===== config.mk =====
export PLATFORM = sky130hd
export DESIGN_NAME = i2c_req_arbiter_flat
export DESIGN_NICKNAME = d
export VERILOG_FILES = /design/src/rtl/i2c_req_arbiter_if.sv /design/src/rtl/i2c_req_arbiter.sv /design/src/flat_wrapper.sv
export SDC_FILE = /design/constraint.sdc
export NUM_CORES = 1
export LEC_CHECK = 0
export CAP_MARGIN = 20
export CORE_ASPECT_RATIO = 0.5
export CORE_MARGIN = 5
export CORE_UTILIZATION = 39
export DETAILED_ROUTE_END_ITERATION = 7
export PLACE_DENSITY_LB_ADDON = 0.2
export SLEW_MARGIN = 10
export SYNTH_ARGS = -nofsm -noshare
export SYNTH_HDL_FRONTEND = slang
export SYNTH_SLANG_ARGS = --single-unit
export TNS_END_PERCENT = 10

===== constraint.sdc =====
create_clock -name clk -period 2.07 [get_ports clk]
set_input_delay 0.414 -clock clk [delete_from_list [all_inputs] [get_ports clk]]
set_output_delay 0.414 -clock clk [all_outputs]
set_load 0.03 [all_outputs]

===== src/rtl/i2c_req_arbiter_if.sv =====
// Bundle of every signal crossing the arbiter boundary: the requester side
// (req/command in, grant/done/response out) and the i2c_master command port.
//
// Handshakes:
//   requester : req is a level; the requester holds req and its command until
//               its done bit pulses for one cycle with rsp_* valid. grant is
//               high from the issue cycle through the done cycle.
//   master    : m_start is a one-cycle pulse with m_addr/m_rw/m_wdata stable
//               until completion; m_done is a one-cycle pulse with m_rdata and
//               m_nack valid in that same cycle. m_busy high blocks a new issue.
//
// slave modport  : the arbiter's view.
// master modport : the environment's view (requesters plus the i2c_master).
interface i2c_req_arbiter_if #(
    parameter int NUM_REQ = 4
);
    logic [NUM_REQ-1:0]   req;
    logic [NUM_REQ*7-1:0] req_addr;
    logic [NUM_REQ-1:0]   req_rw;
    logic [NUM_REQ*8-1:0] req_wdata;
    logic [NUM_REQ-1:0]   grant;
    logic [NUM_REQ-1:0]   done;
    logic [7:0]           rsp_rdata;
    logic                 rsp_nack;
    logic                 rsp_timeout;
    logic                 busy;
    logic                 m_start;
    logic [6:0]           m_addr;
    logic                 m_rw;
    logic [7:0]           m_wdata;
    logic                 m_busy;
    logic                 m_done;
    logic [7:0]           m_rdata;
    logic                 m_nack;
    // Current arbiter state, for debug visibility only.
    logic [1:0]           dbg_state;

    modport slave (
        input  req, req_addr, req_rw, req_wdata,
        input  m_busy, m_done, m_rdata, m_nack,
        output grant, done, rsp_rdata, rsp_nack, rsp_timeout, busy,
        output m_start, m_addr, m_rw, m_wdata, dbg_state
    );

    modport master (
        output req, req_addr, req_rw, req_wdata,
        output m_busy, m_done, m_rdata, m_nack,
        input  grant, done, rsp_rdata, rsp_nack, rsp_timeout, busy,
        input  m_start, m_addr, m_rw, m_wdata, dbg_state
    );
endinterface


===== src/rtl/i2c_req_arbiter.sv =====
// Round-robin arbiter sharing one i2c_master command port between NUM_REQ
// requesters. The winner's command is latched, a start pulse is issued, and
// the master's completion (or a watchdog abort) is returned to the winner.
module i2c_req_arbiter #(
    parameter int NUM_REQ = 4,
    parameter int TIMEOUT = 1024
) (
    input  logic            clk,
    input  logic            reset,
    i2c_req_arbiter_if.slave bus
);
    localparam int IW = (NUM_REQ > 1) ? $clog2(NUM_REQ) : 1;
    localparam int CW = $clog2(TIMEOUT + 1);
    // The counter reads 0 in the first WAIT cycle; the cycle in which it holds
    // TIMEOUT-2 is the one where its incremented value reaches TIMEOUT-1, so the
    // done pulse lands TIMEOUT cycles after the issue cycle.
    localparam logic [CW-1:0] CNT_LAST = CW'(TIMEOUT - 2);
    localparam logic [IW-1:0] PTR_INIT = IW'(NUM_REQ - 1);

    typedef enum logic [1:0] {
        ST_IDLE  = 2'd0,
        ST_ISSUE = 2'd1,
        ST_WAIT  = 2'd2,
        ST_DONE  = 2'd3
    } state_t;

    state_t         state;
    state_t         state_nxt;

    logic [IW-1:0]  ptr;
    logic [IW-1:0]  win;
    logic [CW-1:0]  cnt;

    logic [6:0]     cmd_addr;
    logic           cmd_rw;
    logic [7:0]     cmd_wdata;

    logic [7:0]     rsp_rdata_q;
    logic           rsp_nack_q;
    logic           rsp_timeout_q;

    logic           hi_valid;
    logic           lo_valid;
    logic [IW-1:0]  hi_idx;
    logic [IW-1:0]  lo_idx;
    logic           pick_valid;
    logic [IW-1:0]  pick_idx;

    logic [6:0]     sel_addr;
    logic           sel_rw;
    logic [7:0]     sel_wdata;

    logic           take;
    logic           wait_expired;

    logic [NUM_REQ-1:0] grant_v;
    logic [NUM_REQ-1:0] done_v;

    // Round-robin pick: lowest requesting index above ptr, else lowest at or below ptr.
    always_comb begin
        hi_valid = 1'b0;
        lo_valid = 1'b0;
        hi_idx   = '0;
        lo_idx   = '0;
        for (int i = 0; i < NUM_REQ; i++) begin
            if (bus.req[i]) begin
                if (IW'(i) > ptr) begin
                    if (!hi_valid) begin
                        hi_valid = 1'b1;
                        hi_idx   = IW'(i);
                    end
                end else if (!lo_valid) begin
                    lo_valid = 1'b1;
                    lo_idx   = IW'(i);
                end
            end
        end
        pick_valid = hi_valid | lo_valid;
        pick_idx   = hi_valid ? hi_idx : lo_idx;
    end

    // Select the picked requester's command fields out of the packed buses.
    always_comb begin
        sel_addr  = '0;
        sel_rw    = 1'b0;
        sel_wdata = '0;
        for (int i = 0; i < NUM_REQ; i++) begin
            if (pick_idx == IW'(i)) begin
                sel_addr  = bus.req_addr[7*i +: 7];
                sel_rw    = bus.req_rw[i];
                sel_wdata = bus.req_wdata[8*i +: 8];
            end
        end
    end

    // A new transaction is only taken while the master reports idle.
    assign take         = (state == ST_IDLE) && pick_valid && !bus.m_busy;
    assign wait_expired = (cnt == CNT_LAST);

    // State register.
    always_ff @(posedge clk) begin
        if (reset) begin
            state <= ST_IDLE;
        end else begin
            state <= state_nxt;
        end
    end

    // Next-state logic; m_done takes precedence over the watchdog in WAIT.
    always_comb begin
        state_nxt = state;
        case (state)
            ST_IDLE:  if (take) state_nxt = ST_ISSUE;
            ST_ISSUE: state_nxt = ST_WAIT;
            ST_WAIT:  if (bus.m_done || wait_expired) state_nxt = ST_DONE;
            ST_DONE:  state_nxt = ST_IDLE;
            default:  state_nxt = ST_IDLE;
        endcase
    end

    // Latch the winner and its command when leaving IDLE; advance ptr on completion.
    always_ff @(posedge clk) begin
        if (reset) begin
            ptr       <= PTR_INIT;
            win       <= '0;
            cmd_addr  <= '0;
            cmd_rw    <= 1'b0;
            cmd_wdata <= '0;
        end else begin
            if (take) begin
                win       <= pick_idx;
                cmd_addr  <= sel_addr;
                cmd_rw    <= sel_rw;
                cmd_wdata <= sel_wdata;
            end
            if (state == ST_DONE) begin
                ptr <= win;
            end
        end
    end

    // Watchdog counter: cleared on issue, counts every WAIT cycle.
    always_ff @(posedge clk) begin
        if (reset) begin
            cnt <= '0;
        end else if (state == ST_ISSUE) begin
            cnt <= '0;
        end else if (state == ST_WAIT) begin
            cnt <= cnt + 1'b1;
        end
    end

    // Response capture at the end of WAIT; held unchanged at all other times.
    always_ff @(posedge clk) begin
        if (reset) begin
            rsp_rdata_q   <= '0;
            rsp_nack_q    <= 1'b0;
            rsp_timeout_q <= 1'b0;
        end else if (state == ST_WAIT) begin
            if (bus.m_done) begin
                rsp_rdata_q   <= bus.m_rdata;
                rsp_nack_q    <= bus.m_nack;
                rsp_timeout_q <= 1'b0;
            end else if (wait_expired) begin
                rsp_rdata_q   <= '0;
                rsp_nack_q    <= 1'b0;
                rsp_timeout_q <= 1'b1;
            end
        end
    end

    // One-hot grant from ISSUE through DONE, one-hot done in DONE only.
    always_comb begin
        grant_v = '0;
        done_v  = '0;
        if (state != ST_IDLE) begin
            grant_v[win] = 1'b1;
        end
        if (state == ST_DONE) begin
            done_v[win] = 1'b1;
        end
    end

    assign bus.grant       = grant_v;
    assign bus.done        = done_v;
    assign bus.rsp_rdata   = rsp_rdata_q;
    assign bus.rsp_nack    = rsp_nack_q;
    assign bus.rsp_timeout = rsp_timeout_q;
    assign bus.busy        = (state != ST_IDLE);
    assign bus.m_start     = (state == ST_ISSUE);
    assign bus.m_addr      = cmd_addr;
    assign bus.m_rw        = cmd_rw;
    assign bus.m_wdata     = cmd_wdata;
    assign bus.dbg_state   = state;
endmodule


===== src/flat_wrapper.sv =====
// flat-port wrapper written by rule: the top's interface ports become plain ports
module i2c_req_arbiter_flat 
#(
    parameter int NUM_REQ = 4,
    parameter int TIMEOUT = 1024
)
  (clk, reset, bus_req, bus_req_addr, bus_req_rw, bus_req_wdata, bus_m_busy, bus_m_done, bus_m_rdata, bus_m_nack, bus_grant, bus_done, bus_rsp_rdata, bus_rsp_nack, bus_rsp_timeout, bus_busy, bus_m_start, bus_m_addr, bus_m_rw, bus_m_wdata, bus_dbg_state);
  i2c_req_arbiter_if #(.NUM_REQ(NUM_REQ)) bus_i ();
  input  logic clk;
  input  logic reset;
  input wire logic [$bits(bus_i.req)-1:0] bus_req;
  input wire logic [$bits(bus_i.req_addr)-1:0] bus_req_addr;
  input wire logic [$bits(bus_i.req_rw)-1:0] bus_req_rw;
  input wire logic [$bits(bus_i.req_wdata)-1:0] bus_req_wdata;
  input wire logic [$bits(bus_i.m_busy)-1:0] bus_m_busy;
  input wire logic [$bits(bus_i.m_done)-1:0] bus_m_done;
  input wire logic [$bits(bus_i.m_rdata)-1:0] bus_m_rdata;
  input wire logic [$bits(bus_i.m_nack)-1:0] bus_m_nack;
  output wire logic [$bits(bus_i.grant)-1:0] bus_grant;
  output wire logic [$bits(bus_i.done)-1:0] bus_done;
  output wire logic [$bits(bus_i.rsp_rdata)-1:0] bus_rsp_rdata;
  output wire logic [$bits(bus_i.rsp_nack)-1:0] bus_rsp_nack;
  output wire logic [$bits(bus_i.rsp_timeout)-1:0] bus_rsp_timeout;
  output wire logic [$bits(bus_i.busy)-1:0] bus_busy;
  output wire logic [$bits(bus_i.m_start)-1:0] bus_m_start;
  output wire logic [$bits(bus_i.m_addr)-1:0] bus_m_addr;
  output wire logic [$bits(bus_i.m_rw)-1:0] bus_m_rw;
  output wire logic [$bits(bus_i.m_wdata)-1:0] bus_m_wdata;
  output wire logic [$bits(bus_i.dbg_state)-1:0] bus_dbg_state;
  assign bus_i.req = bus_req;
  assign bus_i.req_addr = bus_req_addr;
  assign bus_i.req_rw = bus_req_rw;
  assign bus_i.req_wdata = bus_req_wdata;
  assign bus_i.m_busy = bus_m_busy;
  assign bus_i.m_done = bus_m_done;
  assign bus_i.m_rdata = bus_m_rdata;
  assign bus_i.m_nack = bus_m_nack;
  assign bus_grant = bus_i.grant;
  assign bus_done = bus_i.done;
  assign bus_rsp_rdata = bus_i.rsp_rdata;
  assign bus_rsp_nack = bus_i.rsp_nack;
  assign bus_rsp_timeout = bus_i.rsp_timeout;
  assign bus_busy = bus_i.busy;
  assign bus_m_start = bus_i.m_start;
  assign bus_m_addr = bus_i.m_addr;
  assign bus_m_rw = bus_i.m_rw;
  assign bus_m_wdata = bus_i.m_wdata;
  assign bus_dbg_state = bus_i.dbg_state;
  i2c_req_arbiter #(.NUM_REQ(NUM_REQ), .TIMEOUT(TIMEOUT)) u_core (.clk(clk), .reset(reset), .bus(bus_i));
endmodule

==> results.tsv, run 1 <==
metric	value	unit
outcome	finished clean	
final.period_utilization	96.90	%
post_drt_wl_per_cell	15.97	um
dp_slack	-0.1379	ns
start_util	40.31	%
async_reset_ff_share	0	%
die_h	63.39	um
drtIter0Drc	99	
min_to	u_core.bus.m_wdata[6]	
peakVddDrop	0.0005328	V
cp.required	1.66	ns
reg2reg_slack	0.15	ns
cts-root-buf	clkbuf_16	
timing.final.ws_setup	0.06413	ns
worstPathCellList	buf_4, ha_1, clkdlybuf4s50_1	
r2r_start	u_core.bus.dbg_state[1]	
dpl-instance-area	3566	um^2
synthTopCellsByArea	dfxtp_1 (39%), mux2i_1 (16%), o221ai_2 (6.8%)	
synthesis.area	2223	um^2
yosysWarningCount	0	
slew_headroom	60.33	%
die_w	116.8	um
worstHoldStart	u_core.bus.m_wdata[6]	
netlist.area_leader.share	38.72	%
worstReg2RegEnd	u_core.bus.m_wdata[6]	
slowest_delay	0.67	ns
synth_largest_area_cell	dfxtp_1	
cts_setup_buffers	0	
whs_path_depth	2	
setup.worst_path.class	reg2out	
synth.yosys.seq_area_share	38.72	%
num_rows	19	
p_int	2.374	mW
yosys.cell_types.count	43	
synth_ff_type	dfxtp_1	
cp-end-kind	output port	
fin_setup_tns	0	ns
gp_routability_congestion	0.7508	
cts.sinks	43	
drv_cap	0	
worstRegToRegCells	8	
htreeDepth	2	
n_antenna_cell	0	
p_switching	1.368	mW
hold_class	reg2reg	
clockPowerShare	24.3	%
drv_slew	0	
netlist_instances	226	
grt_max_degree	18	
synth_edf_count	0	
final_area	3742	um^2
drtAntennaViolNets	0	
wirelength	6.853	mm
hold_viol	0	
grt_pass1_wl	11.00	mm
skew	0.003729	ns
dp_hpwl	5.527	mm
worst_slew_pin_slew	0.5896	ns
p_per_area	999.9	nW/um^2
pwr-share-seq	29.4	%
startpoint_type	register	
setup_viol	0	
rsz0062_at_grt	false	
cp.arrival	1.59	ns
dr_total_vias	2178	
cpMaxStageDelayCell	clkdlybuf4s50_1	
post-route-min-period	2.006	ns
grt_usage	18.55	%
grt_pass1_vias	2310	
fillers	452	
remaining_drc_errors	0	
antenna_found_initial	0	
critPathMaxFanout	3	
numCtsBuffers	5	
leakage	1.610	nW
dr.pass1.iters	4	
dieArea	7403	um^2
pin_count	119	
clkSlewWorstSetupHoldPaths	0.06	ns
p_sw_share	36.56	%
via_per_inst	5.077	
timing.fmax	0.4985	GHz
portBuffers	118	
avgSynthCellArea	9.838	um^2
area_growth	68.32	%
register_area	860.8	um^2
cts_tree	yes	
nets	442	
syn_nets	313	
synth_seq_cells	43	
clk_latency	0.28	ns
drive_above_1_share	12.36	%
clk_path_buf_depth	2	
fp.coreArea	5515	um^2
overflow	0	
combPwrFrac	46.3	%
multi_input_area	1260	um^2
==> worst max-delay path, delay by kind of cell, from the launching register on <==
family,cells,cell delay [ns]
flops,1,0.36
buf+inv,2,0.80
fa+ha+maj,1,0.15
==> cell usage after synthesis (3+ instances only) <==
master	instances
nand2_1	25
o221ai_1	6
o221ai_2	10
o21ai_0	5
inv_1	8
nor2_1	18
nor3_1	5
clkbuf_1	3
xnor2_1	3
a22o_1	9
a21oi_1	4
dfxtp_1	43
mux2i_1	35
xor2_1	5
buf_4	5
a211oi_1	3
ha_1	6
nand4_1	3
==> registers in the layout, indices dropped and copies added (netlist names) <==
signal,flops
u_core.bus.rsp_nack,1
u_core.cnt,11
u_core.bus.dbg_state,2
u_core.win,2
u_core.bus.m_wdata,8
u_core.ptr,2
u_core.bus.rsp_timeout,1
u_core.bus.m_rw,1
u_core.bus.rsp_rdata,8
u_core.bus.m_addr,7
==> worst max-delay path by stage <==
stage                       startpoint                     to  slack [ns]  cells past startpoint
2_1_floorplan  u_core.bus.dbg_state[0]   u_core.bus.m_addr[2]        0.02                      8
3_3_place_gp                bus_req[3]   u_core.bus.m_addr[0]       -0.07                      7
3_5_place_dp                bus_req[3]  u_core.bus.m_wdata[5]       -0.14                      7
4_1_cts        u_core.bus.dbg_state[1]               bus_busy        0.04                      5
5_1_grt        u_core.bus.dbg_state[0]            bus_m_start       0.003                      3
6_report       u_core.bus.dbg_state[0]            bus_m_start        0.06                      3
==> cell type report <==
type	instances	share of cell area (%)
timing repair buffer	133	35.37
multi-input combinational	163	33.67
sequential	43	23.00
clock buffer	5	3.343
tap	73	2.441
clock inverter	3	1.270
inverter	9	0.9027
==> layout by cell type (no fill, tap or decap), types with 4 or more instances in the layout <==
master,n
clkdlybuf4s50_1,109
nor3_1,5
dlygate4sd2_1,6
ha_1,5
a21oi_1,4
dfxtp_1,43
xor2_1,5
buf_4,13
a22o_1,9
nand2_1,25
inv_1,8
clkbuf_16,5
nor2_1,18
mux2i_1,35
o221ai_2,10
o221ai_1,6
o21ai_0,5
==> layer usage <==
| layer | GRT usage, % | part of all wire (%) |
|---|---|---|
| met1 | 20.57 | 38 |
| met2 | 36.05 | 54 |
| met3 | 4.685 | 7.0 |
| met4 | 2.575 | 0.51 |
| met5 | 0 | 0 |
==> power groups by stage <==
stage | logic (mW) | clock network, mW | registers [mW]
4_1_cts | 1.74 | 0.925 | 1.10
5_1_grt | 1.85 | 0.975 | 1.13
3_3_place_gp | 1.71 | 0 | 1.11
2_1_floorplan | 0.780 | 0 | 1.33
6_report | 1.73 | 0.909 | 1.10
3_5_place_dp | 1.76 | 0 | 1.11
==> stage by stage <==
stage | utilization (%) | hold WS (ns) | power [mW] | cells
after floorplan | - | 0.4672 | 2.115 | 226
after global routing | 67.85 | 0.4954 | 3.954 | 429
after global placement | 64.66 | 0.4431 | 2.815 | 421
final | 67.85 | 0.4677 | 3.742 | 429
after detailed placement | 64.66 | 0.4561 | 2.873 | 421
after CTS | 67.70 | 0.4704 | 3.762 | 429
==> cells by family after synthesis <==
logic type,Yosys count,synth area share [%]
adders and majority gates,6,3.376
DFF,43,38.72
muxes,36,16.26
AOI/OAI and AO/OA,43,17.90
and+or+nand+nor,70,15.25
xor gates and xnor gates,8,3.152
buffers and inverters,20,5.346
==> repair_timing <==
item,in CTS,in global routing
pin swaps,0,0
hold buffers,0,0
resized for setup,13,2
endpoints found under the setup margin,8,19
No activity file was read; power rests on OpenSTA's default activity.
==> run 2, diff against run 1 <==
--- a/config.mk
+++ b/config.mk
@@ -11,6 +11,7 @@
 export CORE_UTILIZATION = 39
 export DETAILED_ROUTE_END_ITERATION = 7
 export PLACE_DENSITY_LB_ADDON = 0.2
+export SETUP_SLACK_MARGIN = 0.02
 export SLEW_MARGIN = 10
 export SYNTH_ARGS = -nofsm -noshare
 export SYNTH_HDL_FRONTEND = slang
==> results of run 2 <==
Same layout as run 1 (identical final DEF). Status: finished clean.
==> run 3, diff against run 2 <==
==> constraint.sdc (replaced) <==
create_clock -name clk -period 1.9 [get_ports clk]
set_input_delay 0.38 -clock clk [delete_from_list [all_inputs] [get_ports clk]]
set_output_delay 0.38 -clock clk [all_outputs]
set_load 0.03 [all_outputs]
==> run 3 against run 2 <==
Clock power rose by 20%; routed wire length rose by 1.5%; utilization rose by 1.5 points; sequential share of layout area fell by 0.46 points; sequential power rose by 10%; clock-buffer cell count rose by 1; critical path type unchanged.
==> results.tsv, run 3 (synthesis gave the netlist of run 1 again) <==
metric	value	unit	change
die_w	116.8	um	unchanged
final_cells	434		+1.2%
layout_common_cells	clkdlybuf4s50_1 (105), dfxtp_1 (42), mux2i_1 (30)		
wirelength	6.957	mm	+1.5%
setup.worst_path.class	reg2out		
grt_max_degree	20		+2
rsz0062_at_grt	true		
remaining_drc_errors	0		unchanged
p_per_area	1116	nW/um^2	+12%
drtAntennaViolNets	0		unchanged
cts.sinks	43		unchanged
drive_above_1_share	17.45	%	+5.1 points
grtUsageMet2	32.58	%	-3.5 points
cp-end-kind	output port		
final.period_utilization	95.21	%	
dp_hpwl	5.311	mm	-3.9%
gp_routability_congestion	0.7877		+4.9%
peakVddDrop	0.0005649	V	+6.0%
antenna_found_initial	0		unchanged
clk_path_buf_depth	2		unchanged
worst_slew_pin_slew	0.3938	ns	-0.1958 ns
drv_cap	0		unchanged
critPathMaxFanout	3		unchanged
numCtsBuffers	5		unchanged
use_met1	20.33	%	-0.24 points
cts-root-buf	clkbuf_16		
largest_register_ffs	11		unchanged
busiest_layer	met2		
regMostFlops	u_core.cnt		
fillers	432		-4.4%
slew_headroom	73.47	%	+13 points
hold_viol	0		unchanged
portBuffers	118		unchanged
hold_class	reg2reg		
drv_slew	0		unchanged
crit_path_start	u_core.bus.dbg_state[1]		
dp.cells	425		+0.95%
dr_total_vias	2216		+1.7%
htreeDepth	2		unchanged
clk_latency	0.28	ns	about the same
post-route-min-period	1.809	ns	
setup_viol	0		unchanged
register_area	862.1	um^2	+0.15%
area_growth	71.98	%	
p_total	4.267	mW	+14%
nets	447		+1.1%
worstHoldStart	u_core.bus.m_addr[6]		
skew	0.004504	ns	+0.0007752 ns
pin_count	119		unchanged
fp.coreArea	5515	um^2	unchanged
grtUsageMet3	5.545	%	+0.86 points
clkSlewWorstSetupHoldPaths	0.06	ns	about the same
final_util	69.33	%	+1.5 points
cp.required	1.52	ns	-0.14 ns
cts_tree	yes		
drtIter0Drc	103		+4.0%
die_h	63.39	um	unchanged
startpoint_type	register		
dr.pass1.iters	4		unchanged
timing.fmax	0.5528	GHz	
dieArea	7403	um^2	unchanged
overflow	0		unchanged
via_per_inst	5.106		+0.57%
num_rows	19		unchanged
start_util	40.31	%	unchanged
multi_input_area	1296	um^2	+2.9%
grt_usage	17.85	%	-0.70 points
final_common_cell	clkdlybuf4s50_1		
grt_pass1_wl	10.61	mm	-3.6%
r2r_start	u_core.ptr[1]		
n_antenna_cell	0		unchanged
post_drt_wl_per_cell	16.03	um	+0.35%
cp.arrival	1.43	ns	-0.16 ns
grt_pass1_vias	2252		-2.5%
outcome	finished clean		
leakage	1.646	nW	+2.2%
[run 3: cell count changes in the layout (fill, tap and decap cells not counted), moves of 2 or more]
cell	before	now
mux2i_2	0	5
dlygate4sd2_1	6	2
nor2_1	18	16
clkbuf_2	0	4
mux2i_1	35	30
clkdlybuf4s50_1	109	105
buf_4	13	20
clkdlybuf4s15_2	2	0
dlymetal6s2s_1	0	3
nor2_2	0	2
[run 3: layer usage]
| metal | wire length (um) | vias to the layer above |
|---|---|---|
| met1 | 2820 | 1047 |
| li1 | - | 1102 |
| met5 | 0 | - |
| met4 | 40 | 0 |
| met3 | 507 | 6 |
| met2 | 3590 | 61 |
[run 3: per-stage QoR]
stage               setup TNS, ns  hold slack (ns)  area, um^2  worst slack [ns]
floorplan                 -0.8137           0.4672        2236          -0.07518
global placement           -2.913           0.4448        3591           -0.2006
detailed placement         -3.748           0.4572        3591           -0.2599
CTS                             0           0.4694        3776           0.02170
global route                    0           0.5021        3824          0.009599
finish                          0           0.4625        3824           0.09094
[run 3: power by group]
group	internal [mW]	leakage (nW)	total [mW]	switching, mW
logic	0.935	1.20	1.97	1.03
clock network	0.754	0.0911	1.09	0.341
registers	1.07	0.350	1.21	0.133
total	2.76	1.65	4.27	1.51
[run 3: final timing paths]
path / to / slack (ns) / depth (start not counted)
max: bus_dbg_state[1] / 0.09 / 2
min: u_core.bus.m_addr[6] / 0.46 / 2
min reg2reg: u_core.bus.m_addr[6] / 0.46 / 2
max reg2reg: u_core.bus.m_wdata[1] / 0.18 / 6
[run 3: repair_timing]
action,4_1_cts,5_1_grt
endpoints found under the setup margin,8,35
cloned,0,1
gates resized for setup,9,21
pin swaps,0,2
hold buffers,0,0
buffers inserted,0,0
[run 3: cell type report]
cell class                 count  area share (%)
clock inverter                 2           1.571
inverter                       9          0.8835
timing repair buffer         138           35.34
sequential                    43           22.55
clock buffer                   6           3.370
multi-input combinational    163           33.90
tap                           73           2.389
[run 3: critical path, cell delays in order (launching register included)]
cell	delay, ns
dfxtp_1	0.35
buf_4	0.13
clkdlybuf4s50_1	0.67
